[src/rtl/rom_loader_if.sv]
// ioctl download port and SDRAM write port of the ROM loader.
// The slave modport is the loader; the master side is the host/SDRAM glue.
interface rom_loader_if #(
   parameter int unsigned ADDR_W = 23,
   parameter int unsigned BANK_W = 2
);
   logic              dl;
   logic              dl_wr;
   logic [24:0]       dl_addr;
   logic [7:0]        dl_data;
   logic [7:0]        dl_index;
   logic [15:0]       dl_ext;
   logic              dl_wait;
   logic              wr;
   logic [ADDR_W-1:0] wr_addr;
   logic [BANK_W-1:0] wr_bank;
   logic [7:0]        wr_data;

   modport master (
      output dl, dl_wr, dl_addr, dl_data, dl_index, dl_ext,
      input  dl_wait, wr, wr_addr, wr_bank, wr_data
   );

   modport slave (
      input  dl, dl_wr, dl_addr, dl_data, dl_index, dl_ext,
      output dl_wait, wr, wr_addr, wr_bank, wr_data
   );
endinterface

[src/rtl/rom_loader.sv]
// Streams downloaded ROM images into SDRAM in ce_ref slots, replicating
// expansion ROMs across banks, and keeps a map of populated upper-ROM pages.
module rom_loader #(
   parameter int unsigned ADDR_W    = 23,
   parameter int unsigned BANKS     = 2,
   parameter int unsigned BANK_W    = 2,
   parameter int unsigned MAP_PAGES = 256
) (
   input  logic         clk_sys,
   input  logic         reset_n,
   input  logic         ce_ref,
   rom_loader_if.slave  bus,
   input  logic [7:0]   map_addr,
   output logic         map_hit,
   output logic         ext_bad,
   output logic         busy
);
   localparam int unsigned BOOT_CHUNKS = 4 * BANKS;
   localparam logic [BANK_W-1:0] LAST_BANK = BANK_W'(BANKS - 1);

   typedef enum logic [1:0] {IDLE, ARM, WRITE} state_t;

   state_t               state, state_nx;
   logic                 dl_q;
   logic                 pend, pend_boot;
   logic [15:0]          pend_ext;
   logic [8:0]           page;
   logic                 combo;
   logic [ADDR_W-1:0]    addr;
   logic [BANK_W-1:0]    bank;
   logic [7:0]           data;
   logic                 rep;
   logic                 wr_q;
   logic [MAP_PAGES-1:0] map;

   logic                 dl_rise, apply, upd_boot;
   logic [15:0]          upd_ext;
   logic [8:0]           par_page, page_eff, bp;
   logic                 par_combo, par_bad, combo_eff;
   logic                 go, rep_nx;
   logic [ADDR_W-1:0]    addr_nx;
   logic [BANK_W-1:0]    bank_nx;
   logic [10:0]          chunk;
   logic                 accept, adv, fin;

   function automatic logic is_hex(input logic [7:0] c);
      return ((c >= 8'h30) && (c <= 8'h39)) || ((c >= 8'h41) && (c <= 8'h46));
   endfunction

   function automatic logic [3:0] hex_val(input logic [7:0] c);
      return (c <= 8'h39) ? c[3:0] : 4'(c[3:0] + 4'd9);
   endfunction

   function automatic logic [8:0] boot_page(input logic [1:0] slot);
      case (slot)
         2'd0:    return 9'h000;
         2'd1:    return 9'h100;
         2'd2:    return 9'h107;
         default: return 9'h1FF;
      endcase
   endfunction

   // Extension parse; a rise seen while busy is held until the FSM is idle.
   always_comb begin
      dl_rise   = bus.dl & ~dl_q;
      upd_ext   = dl_rise ? bus.dl_ext : pend_ext;
      upd_boot  = dl_rise ? (bus.dl_index == 8'd0) : pend_boot;
      apply     = (state == IDLE) && (dl_rise || pend);
      par_page  = page;
      par_combo = combo;
      par_bad   = ext_bad;
      if (!upd_boot) begin
         if (is_hex(upd_ext[15:8]) && is_hex(upd_ext[7:0])) begin
            par_page = {1'b1, hex_val(upd_ext[15:8]), hex_val(upd_ext[7:0])};
            par_bad  = 1'b0;
         end else if (upd_ext == 16'h5A5A) begin
            par_page = 9'h000;
            par_bad  = 1'b0;
         end else if (upd_ext == 16'h5A30) begin
            par_page  = 9'h000;
            par_combo = 1'b1;
            par_bad   = 1'b0;
         end else begin
            par_page = 9'h1EE;
            par_bad  = 1'b1;
         end
      end
      page_eff  = apply ? par_page : page;
      combo_eff = apply ? par_combo : combo;
   end

   // Address/bank decode for a byte offered in IDLE.
   always_comb begin
      go      = 1'b0;
      rep_nx  = 1'b0;
      addr_nx = '0;
      bank_nx = '0;
      chunk   = bus.dl_addr[24:14];
      bp      = boot_page(chunk[1:0]);
      if (bus.dl_index != 8'd0) begin
         go                  = 1'b1;
         addr_nx[ADDR_W-1]   = page_eff[8];
         addr_nx[21:14]      = page_eff[7:0] + bus.dl_addr[21:14];
         rep_nx              = (bus.dl_index[7:6] == 2'b01) || (bus.dl_index[5:0] != 6'd0);
      end else if (32'(chunk) < BOOT_CHUNKS) begin
         go                  = 1'b1;
         addr_nx[ADDR_W-1]   = bp[8];
         addr_nx[21:14]      = bp[7:0];
         bank_nx             = BANK_W'(chunk[10:2]);
      end
      addr_nx[13:0] = bus.dl_addr[13:0];
   end

   always_comb begin
      state_nx = state;
      accept   = 1'b0;
      adv      = 1'b0;
      fin      = 1'b0;
      unique case (state)
         IDLE: if (bus.dl_wr && go) begin
            accept   = 1'b1;
            state_nx = ARM;
         end
         ARM: if (ce_ref) state_nx = WRITE;
         WRITE: if (ce_ref) begin
            if (!rep || (bank == LAST_BANK)) begin
               fin      = 1'b1;
               state_nx = IDLE;
            end else begin
               adv      = 1'b1;
               state_nx = ARM;
            end
         end
         default: state_nx = IDLE;
      endcase
   end

   always_ff @(posedge clk_sys or negedge reset_n) begin
      if (!reset_n) state <= IDLE;
      else          state <= state_nx;
   end

   always_ff @(posedge clk_sys or negedge reset_n) begin
      if (!reset_n) begin
         dl_q      <= 1'b0;
         pend      <= 1'b0;
         pend_boot <= 1'b0;
         pend_ext  <= '0;
         page      <= '0;
         combo     <= 1'b0;
         ext_bad   <= 1'b0;
         addr      <= '0;
         bank      <= '0;
         data      <= '0;
         rep       <= 1'b0;
         wr_q      <= 1'b0;
         busy      <= 1'b0;
      end else begin
         dl_q <= bus.dl;
         if (apply) begin
            page    <= par_page;
            combo   <= par_combo;
            ext_bad <= par_bad;
            pend    <= 1'b0;
         end else if (dl_rise) begin
            pend      <= 1'b1;
            pend_ext  <= bus.dl_ext;
            pend_boot <= (bus.dl_index == 8'd0);
         end
         if (accept) begin
            addr <= addr_nx;
            bank <= bank_nx;
            data <= bus.dl_data;
            rep  <= rep_nx;
         end
         if (adv) bank <= bank + BANK_W'(1);
         // Combo image: after the first 16 KB the rest lands from page 0x1FF on.
         if (fin && combo && (addr[13:0] == 14'h3FFF)) begin
            combo <= 1'b0;
            page  <= 9'h1FF;
         end
         wr_q <= (state_nx == WRITE);
         busy <= (state_nx != IDLE);
      end
   end

   always_ff @(posedge clk_sys or negedge reset_n) begin
      if (!reset_n) begin
         map     <= '0;
         map_hit <= 1'b0;
      end else begin
         if (fin && addr[ADDR_W-1]) map[addr[21:14]] <= 1'b1;
         map_hit <= map[map_addr];
      end
   end

   assign bus.dl_wait = busy;
   assign bus.wr      = wr_q;
   assign bus.wr_addr = addr;
   assign bus.wr_bank = bank;
   assign bus.wr_data = data;
endmodule

[src/flat_wrapper.sv]
// flat-port wrapper written by rule: the top's interface ports become plain ports
module rom_loader_flat 
#(
   parameter int unsigned ADDR_W    = 23,
   parameter int unsigned BANKS     = 2,
   parameter int unsigned BANK_W    = 2,
   parameter int unsigned MAP_PAGES = 256
)
  (clk_sys, reset_n, ce_ref, map_addr, map_hit, ext_bad, busy, bus_dl, bus_dl_wr, bus_dl_addr, bus_dl_data, bus_dl_index, bus_dl_ext, bus_dl_wait, bus_wr, bus_wr_addr, bus_wr_bank, bus_wr_data);
  rom_loader_if #(.ADDR_W(ADDR_W), .BANK_W(BANK_W)) bus_i ();
  input  logic clk_sys;
  input  logic reset_n;
  input  logic ce_ref;
  input  logic [7:0] map_addr;
  output logic map_hit;
  output logic ext_bad;
  output logic busy;
  input wire logic [$bits(bus_i.dl)-1:0] bus_dl;
  input wire logic [$bits(bus_i.dl_wr)-1:0] bus_dl_wr;
  input wire logic [$bits(bus_i.dl_addr)-1:0] bus_dl_addr;
  input wire logic [$bits(bus_i.dl_data)-1:0] bus_dl_data;
  input wire logic [$bits(bus_i.dl_index)-1:0] bus_dl_index;
  input wire logic [$bits(bus_i.dl_ext)-1:0] bus_dl_ext;
  output wire logic [$bits(bus_i.dl_wait)-1:0] bus_dl_wait;
  output wire logic [$bits(bus_i.wr)-1:0] bus_wr;
  output wire logic [$bits(bus_i.wr_addr)-1:0] bus_wr_addr;
  output wire logic [$bits(bus_i.wr_bank)-1:0] bus_wr_bank;
  output wire logic [$bits(bus_i.wr_data)-1:0] bus_wr_data;
  assign bus_i.dl = bus_dl;
  assign bus_i.dl_wr = bus_dl_wr;
  assign bus_i.dl_addr = bus_dl_addr;
  assign bus_i.dl_data = bus_dl_data;
  assign bus_i.dl_index = bus_dl_index;
  assign bus_i.dl_ext = bus_dl_ext;
  assign bus_dl_wait = bus_i.dl_wait;
  assign bus_wr = bus_i.wr;
  assign bus_wr_addr = bus_i.wr_addr;
  assign bus_wr_bank = bus_i.wr_bank;
  assign bus_wr_data = bus_i.wr_data;
  rom_loader #(.ADDR_W(ADDR_W), .BANKS(BANKS), .BANK_W(BANK_W), .MAP_PAGES(MAP_PAGES)) u_core (.clk_sys(clk_sys), .reset_n(reset_n), .ce_ref(ce_ref), .bus(bus_i), .map_addr(map_addr), .map_hit(map_hit), .ext_bad(ext_bad), .busy(busy));
endmodule
[config.mk]
export PLATFORM = sky130hd
export DESIGN_NAME = rom_loader_flat
export DESIGN_NICKNAME = d
export VERILOG_FILES = /design/src/rtl/rom_loader_if.sv /design/src/rtl/rom_loader.sv /design/src/flat_wrapper.sv
export SDC_FILE = /design/constraint.sdc
export NUM_CORES = 1
export LEC_CHECK = 0
export CAP_MARGIN = 25
export CORE_UTILIZATION = 55
export DETAILED_ROUTE_END_ITERATION = 12
export DONT_BUFFER_PORTS = 1
export MAX_ROUTING_LAYER = met4
export PLACE_DENSITY = 0.67
export SKIP_CTS_REPAIR_TIMING = 1
export SLEW_MARGIN = 40
export SYNTH_ARGS = -nofsm -noshare
export SYNTH_HDL_FRONTEND = slang
export SYNTH_SLANG_ARGS = --single-unit
[constraint.sdc]
create_clock -name clk_sys -period 5.3 [get_ports clk_sys]
set_input_delay 1.59 -clock clk_sys [delete_from_list [all_inputs] [get_ports clk_sys]]
set_output_delay 1.59 -clock clk_sys [all_outputs]
set_load 0.005 [all_outputs]
Word level (Yosys, flattened, before mapping)
Cells that the tools add are included.

storage, ports and cells
  bits in registers = 325
  bits of input ports = 70
  output and inout bits = 38
  logic and storage cells = 126

operators by class
  add/subtract/negate cells = 4
  order comparisons = 12
  equality and inequality tests = 13
  mux-type cells = 48
  bitwise logic cells = 4
  reductions and logical operators = 29

operators by type and width
  cell                                                                                  count
  256-bit bitwise OR                                                                    1
  9-bit two-way mux                                                                     8
  16-bit by 15-bit equality test with 1-bit output (second input constant)              2
  9-bit case mux with 3 select lines                                                    1
  1-bit two-way mux                                                                     26
  8-bit by 9-bit less-than comparator with 1-bit output (second input constant)         2
  8-bit by 6-bit greater-or-equal comparator with 1-bit output (second input constant)  2
  8-bit by 7-bit greater-or-equal comparator with 1-bit output (second input constant)  2
  8-bit by 6-bit less-or-equal comparator with 1-bit output (second input constant)     2
  8-bit by 7-bit less-or-equal comparator with 1-bit output (second input constant)     2
  16-bit two-way mux                                                                    1
  14-bit equality test (second input constant)                                          1
  2-bit two-way mux                                                                     7
  1-bit logical AND                                                                     11
  11-bit by 4-bit less-than comparator with 1-bit output (second input constant)        1
  2-bit nonzero test                                                                    5
  4-bit adder (second input constant)                                                   2
  8-bit adder                                                                           1
  1-bit binary-select mux with 8-bit select                                             1
  1-bit demux with 8-bit select                                                         1
  2-bit by 1-bit equality test with 1-bit output (second input constant)                4
  8-bit by 1-bit greater-or-equal comparator with 1-bit output (second input constant)  1
  8-bit logical NOT                                                                     1
  4-bit two-way mux                                                                     2
  13 further kinds                                                                      23

Longest topological paths before layout
  depth after elaboration = 12
  depth in mapped cells = 21
  depth with buffers taken out = 19

Worst setup path before layout
OpenSTA, ideal clock, no wires.

  kind = in2reg
  from = input port bus_dl
  to = register u_core.addr[21] (netlist: u_core.bus.wr_addr[21])
  library setup time = 82 ps
  arrival time = 5,411 ps
  required time = 5,218 ps
  setup slack = -193 ps
  stages = 19
  buffers on the path = 2
  path through = nor2b_1 buf_2 buf_2 mux2i_1 ha_1 inv_1 o311ai_0 mux2i_1 o32ai_2 nand3_1 a22o_1 ha_1 a21o_1 a21oi_1 o21ai_0 o41ai_1 xnor2_1 or3_1 a31oi_1

between the ends
  longest elaborated chain between the ends = 11
  elaborated cells on any way between the ends = 33
  those cells by class = add/sub: 3; order compare: 8; eq/ne: 2; mux: 10; bitwise: 1; reduce/logical: 9

ends and longest elaborated chain
  element                                                                                     RTL line            text
  from (decl)                                                                                 flat_wrapper.sv:18  input wire logic [$bits(bus_i.dl)-1:0] bus_dl;
  1-bit AND (*)                                                                               rom_loader.sv:65    dl_rise = bus.dl & ~dl_q;
  16-bit two-way mux                                                                          -
  8-bit by 6-bit greater-or-equal comparator with 1-bit output, or another cell as far along  rom_loader.sv:47    return ((c >= 8'h30) && (c <= 8'h39)) || ((c >= 8'h41) && (c <= 8'h46));
  1-bit logical AND                                                                           rom_loader.sv:47
  1-bit logical OR                                                                            rom_loader.sv:47
  1-bit logical AND                                                                           rom_loader.sv:73    if (is_hex(upd_ext[15:8]) && is_hex(upd_ext[7:0])) begin
  9-bit two-way mux                                                                           rom_loader.sv:73
  9-bit two-way mux                                                                           rom_loader.sv:72    if (!upd_boot) begin
  9-bit two-way mux (*)                                                                       -
  8-bit adder (*)                                                                             rom_loader.sv:103   addr_nx[21:14] = page_eff[7:0] + bus.dl_addr[21:14];
  9-bit two-way mux (*)                                                                       rom_loader.sv:100   if (bus.dl_index != 8'd0) begin
  to (signal assigned)                                                                        rom_loader.sv:171   addr <= addr_nx;
  to (decl)                                                                                   rom_loader.sv:29    logic [ADDR_W-1:0] addr;

Mark *: on every way between the ends. The rest lies on a longest branch, timed or not.
A chain may end at the register's enable or synchronous reset.

Worst setup path after layout
  from = input port bus_dl
  to = register u_core.addr[21] (netlist: u_core.bus.wr_addr[21])

between the ends
  longest elaborated chain between the ends = 11
  elaborated cells on any way between the ends = 33
  those cells by class = add/sub: 3; order compare: 8; eq/ne: 2; mux: 10; bitwise: 1; reduce/logical: 9

ends and longest elaborated chain
  element                                                                                     RTL line           text
  1-bit AND (*)                                                                               rom_loader.sv:65
  16-bit two-way mux (*)                                                                      -
  via u_core.upd_ext[9]                                                                       rom_loader.sv:37   logic [15:0] upd_ext;
  8-bit by 6-bit greater-or-equal comparator with 1-bit output, or another cell as far along  rom_loader.sv:47
  1-bit logical AND                                                                           rom_loader.sv:47
  1-bit logical OR                                                                            rom_loader.sv:47
  1-bit logical AND                                                                           rom_loader.sv:73
  9-bit two-way mux (*)                                                                       rom_loader.sv:73
  9-bit two-way mux (*)                                                                       rom_loader.sv:72
  9-bit two-way mux (*)                                                                       -
  8-bit adder (*)                                                                             rom_loader.sv:103
  9-bit two-way mux (*)                                                                       rom_loader.sv:100

The timed path passes the listed nets; every way through them passes the cells marked *.

==> results_dict.tcl <==
set metrics [dict create \
    synth_seq_area_share_pct 55.2 \
    path_clk_slew_ns 0.06 \
    drtIter0Drc 694 \
    grt_usage_pct 28.9 \
    cts_tree "built" \
    powerDensity_nw_per_um2 423 \
    drive_gt1_share_pct 18.0 \
    synth_seq_cells 325 \
    die_w_um 166 \
    synthFlopType "dfrtp_1" \
    routed_wl_um 36700 \
    synth_edf_count 0 \
    required_ns 5.73 \
    async_reset_ff_share_pct 100 \
    dr.pass1.iters 5 \
    worst_pin_slew_ns 1.17 \
    route.detailed.drc 0 \
    ant_nets 0 \
    critical_path.slowest_cell "o31ai_2" \
    antenna_found_initial 0 \
    vias 9620 \
    rows 59 \
    post-route-period-util_pct 91.4 \
    n_antenna_cell 0 \
    grt_max_degree 326 \
    gr-total-overflow 0 \
    synth_top_area_share_pct 55.2 \
    stdcell_count 1523 \
    yosysMostFrequentCell "dfrtp_1" \
    cts_inserted_buffers 35 \
    startpoint "bus_dl" \
    cpPeakStageDelay_ns 0.49 \
    skew_ns 0.0181 \
    hold_start "u_core.map[191]" \
    via_per_inst 6.32 \
    p_leak_nw 9.04 \
    max_freq_ghz 0.206 \
    clock_latency_ns 0.51 \
    slew_violations 0 \
    dpl-instance-area_um2 15200 \
    initial_core_util_pct 56.3 \
    yosysWarnings 0 \
    clkSinkCount 325 \
    final_nets 1254 \
    dieArea_um2 27400 \
    synthTopCellsByArea "dfrtp_1, mux4_2, a21o_1, o21bai_1, nand2_1" \
    slew_headroom_pct 22.2 \
    crit_arrival_ns 5.27 \
    core_um2 26100 \
    final_area_um2 16400 \
    status "completed" \
    whs_ns 0.447 \
    path_class "input port to flop" \
    fin_tns_setup_ns 0 \
    yosys.area.top_type "dfrtp_1" \
    report.final.hold_viol_count 0 \
    ios 108 \
    grt_pass1_vias 9868 \
    power_mw 6.93 \
    ys_top_cells_by_count "dfrtp_1, a21o_1, nand2_1" \
    r2r_start "u_core.dl_q" \
    rsz0062_at_grt "no" \
    start_kind "input port" \
    worstSetupEndpointType "flop" \
    crit_chain "nor2b_1 > buf_4 > mux2i_2 > inv_1 > ha_1 > inv_1 > o211a_1 > o31ai_2 > nand3_1 > a22o_1 > ha_1 > a21o_1 > a21oi_2 > o21ai_1 > o41ai_1 > xnor2_1 > or3_1 > a31oi_1" \
    final_util_pct 62.7 \
    post-place-ws_ns -0.0573 \
    min_period_ns 4.84 \
    setup_viol_count_final 0 \
    place_congestion 0.889 \
    syn_area_per_cell_um2 12.7 \
    ir_drop_uv 268 \
    cts_root_buf "clkbuf_16" \
    area_growth_syn_to_layout_pct 11.3 \
    ys_types 61 \
    synthesis.area_um2 14700 \
    ctsLongestPathBuffers 3 \
    syn_inst 1159 \
    crit_fanout 11 \
    die_h_um 166 \
    dp.cells 1465 \
    grt_pass1_wl_um 57300 \
    fin_ws_ns 0.457 \
    drv_cap 0 \
    dp_hpwl_um 22700 \
    hold_path.class "flop to flop" \
    wl_per_cell_um 24.1 \
    fillers 2009 \
    synth_fp_nets 1246 \
    port_buffers 0 \
    htreeDepth 2 \
]
cell type report:
type                            count  area, um^2  share of cell area [%]
Clock buffer                       48        1020                    6.21
Clock inverter                     10         128                   0.779
Inverter                           11        41.3                   0.252
Multi-Input combinational cell    751        6320                    38.6
Sequential cell                   325        8130                    49.7
Tap cell                          335         419                    2.56
Timing Repair Buffer               43         323                    1.97
flip-flops by register name, indices dropped and copies added (netlist names), 2 cells and up:
name / cells
u_core.bus.wr_bank: 2
u_core.page: 9
u_core.map: 256
u_core.state: 2
u_core.bus.wr_addr: 23
u_core.bus.wr_data: 8
u_core.pend_ext: 16
report_power, final:
group / leakage, nW / switching [mW] / total (mW) / internal [mW]
sequential: 4.41 / 0.338 / 3.07 / 2.74
clock: 0.565 / 0.954 / 2.44 / 1.48
combinational: 4.06 / 0.836 / 1.42 / 0.587
total: 9.04 / 2.13 / 6.93 / 4.81
worst paths after layout:
path,end,slack [ns],depth (start not counted)
worst min-delay path,u_core.map[191],0.45,1
worst min register to register,u_core.map[191],0.45,1
max in group asynchronous,u_core.map[221],3.56,0
worst max-delay path,u_core.bus.wr_addr[21],0.46,18
worst max register to register,u_core.bus.wr_addr[21],0.99,18
min in group asynchronous,u_core.map[48],0.79,0
cells in the final DEF, fill, tap and decap left out, types with 3 or more instances in the layout:
master and instances:
nand2b_1 12, nor4_1 4, o21ai_0 8, and4b_1 3, a21oi_1 25, nor2_1 51
o21bai_1 67, nand3_1 17, buf_4 43, dfrtp_1 325, nor3_1 13, xnor2_1 8
mux2i_1 13, nor2b_1 7, nand4_1 6, bufinv_16 3, or2_2 4, nand2_1 114
o31ai_1 5, clkbuf_1 6, a31oi_1 4, a22o_1 5, ha_1 15, nor3b_1 7
a22oi_1 7, clkbuf_16 37, clkinv_2 6, mux4_2 82, nand3b_1 4, nor2_2 6
and2_1 5, and3_1 3, a211oi_1 3, mux2_2 12, inv_1 11, clkbuf_8 5
a21o_1 196
worst max-delay path, delay by kind of cell:
family,cells,cell delay (ns)
adder cells (fa/ha/maj),2,0.45
multiplexers,1,0.18
AND/OR/NAND/NOR,3,0.61
XOR/XNOR,1,0.14
buffers and inverters,3,0.36
AO/OA/AOI/OAI,8,1.96
routing by layer:
layer / vias up / wire [um] / global-route usage, %
li1: 4245 / - / -
met1: 4988 / 15900 / 39.0
met2: 310 / 17400 / 44.1
met3: 77 / 2300 / 5.79
met4: 0 / 1150 / 9.63
met5: - / 0 / -
cells by family after synthesis:
group / Yosys count / share of synthesized area, %
mux: 109 / 14.5
xor+xnor: 10 / 0.595
simple gates: 270 / 8.63
compound gates: 345 / 17.2
fa+ha+maj: 17 / 1.50
buf+inv: 83 / 2.36
flops: 325 / 55.2
(Power assumes the default switching activity.)
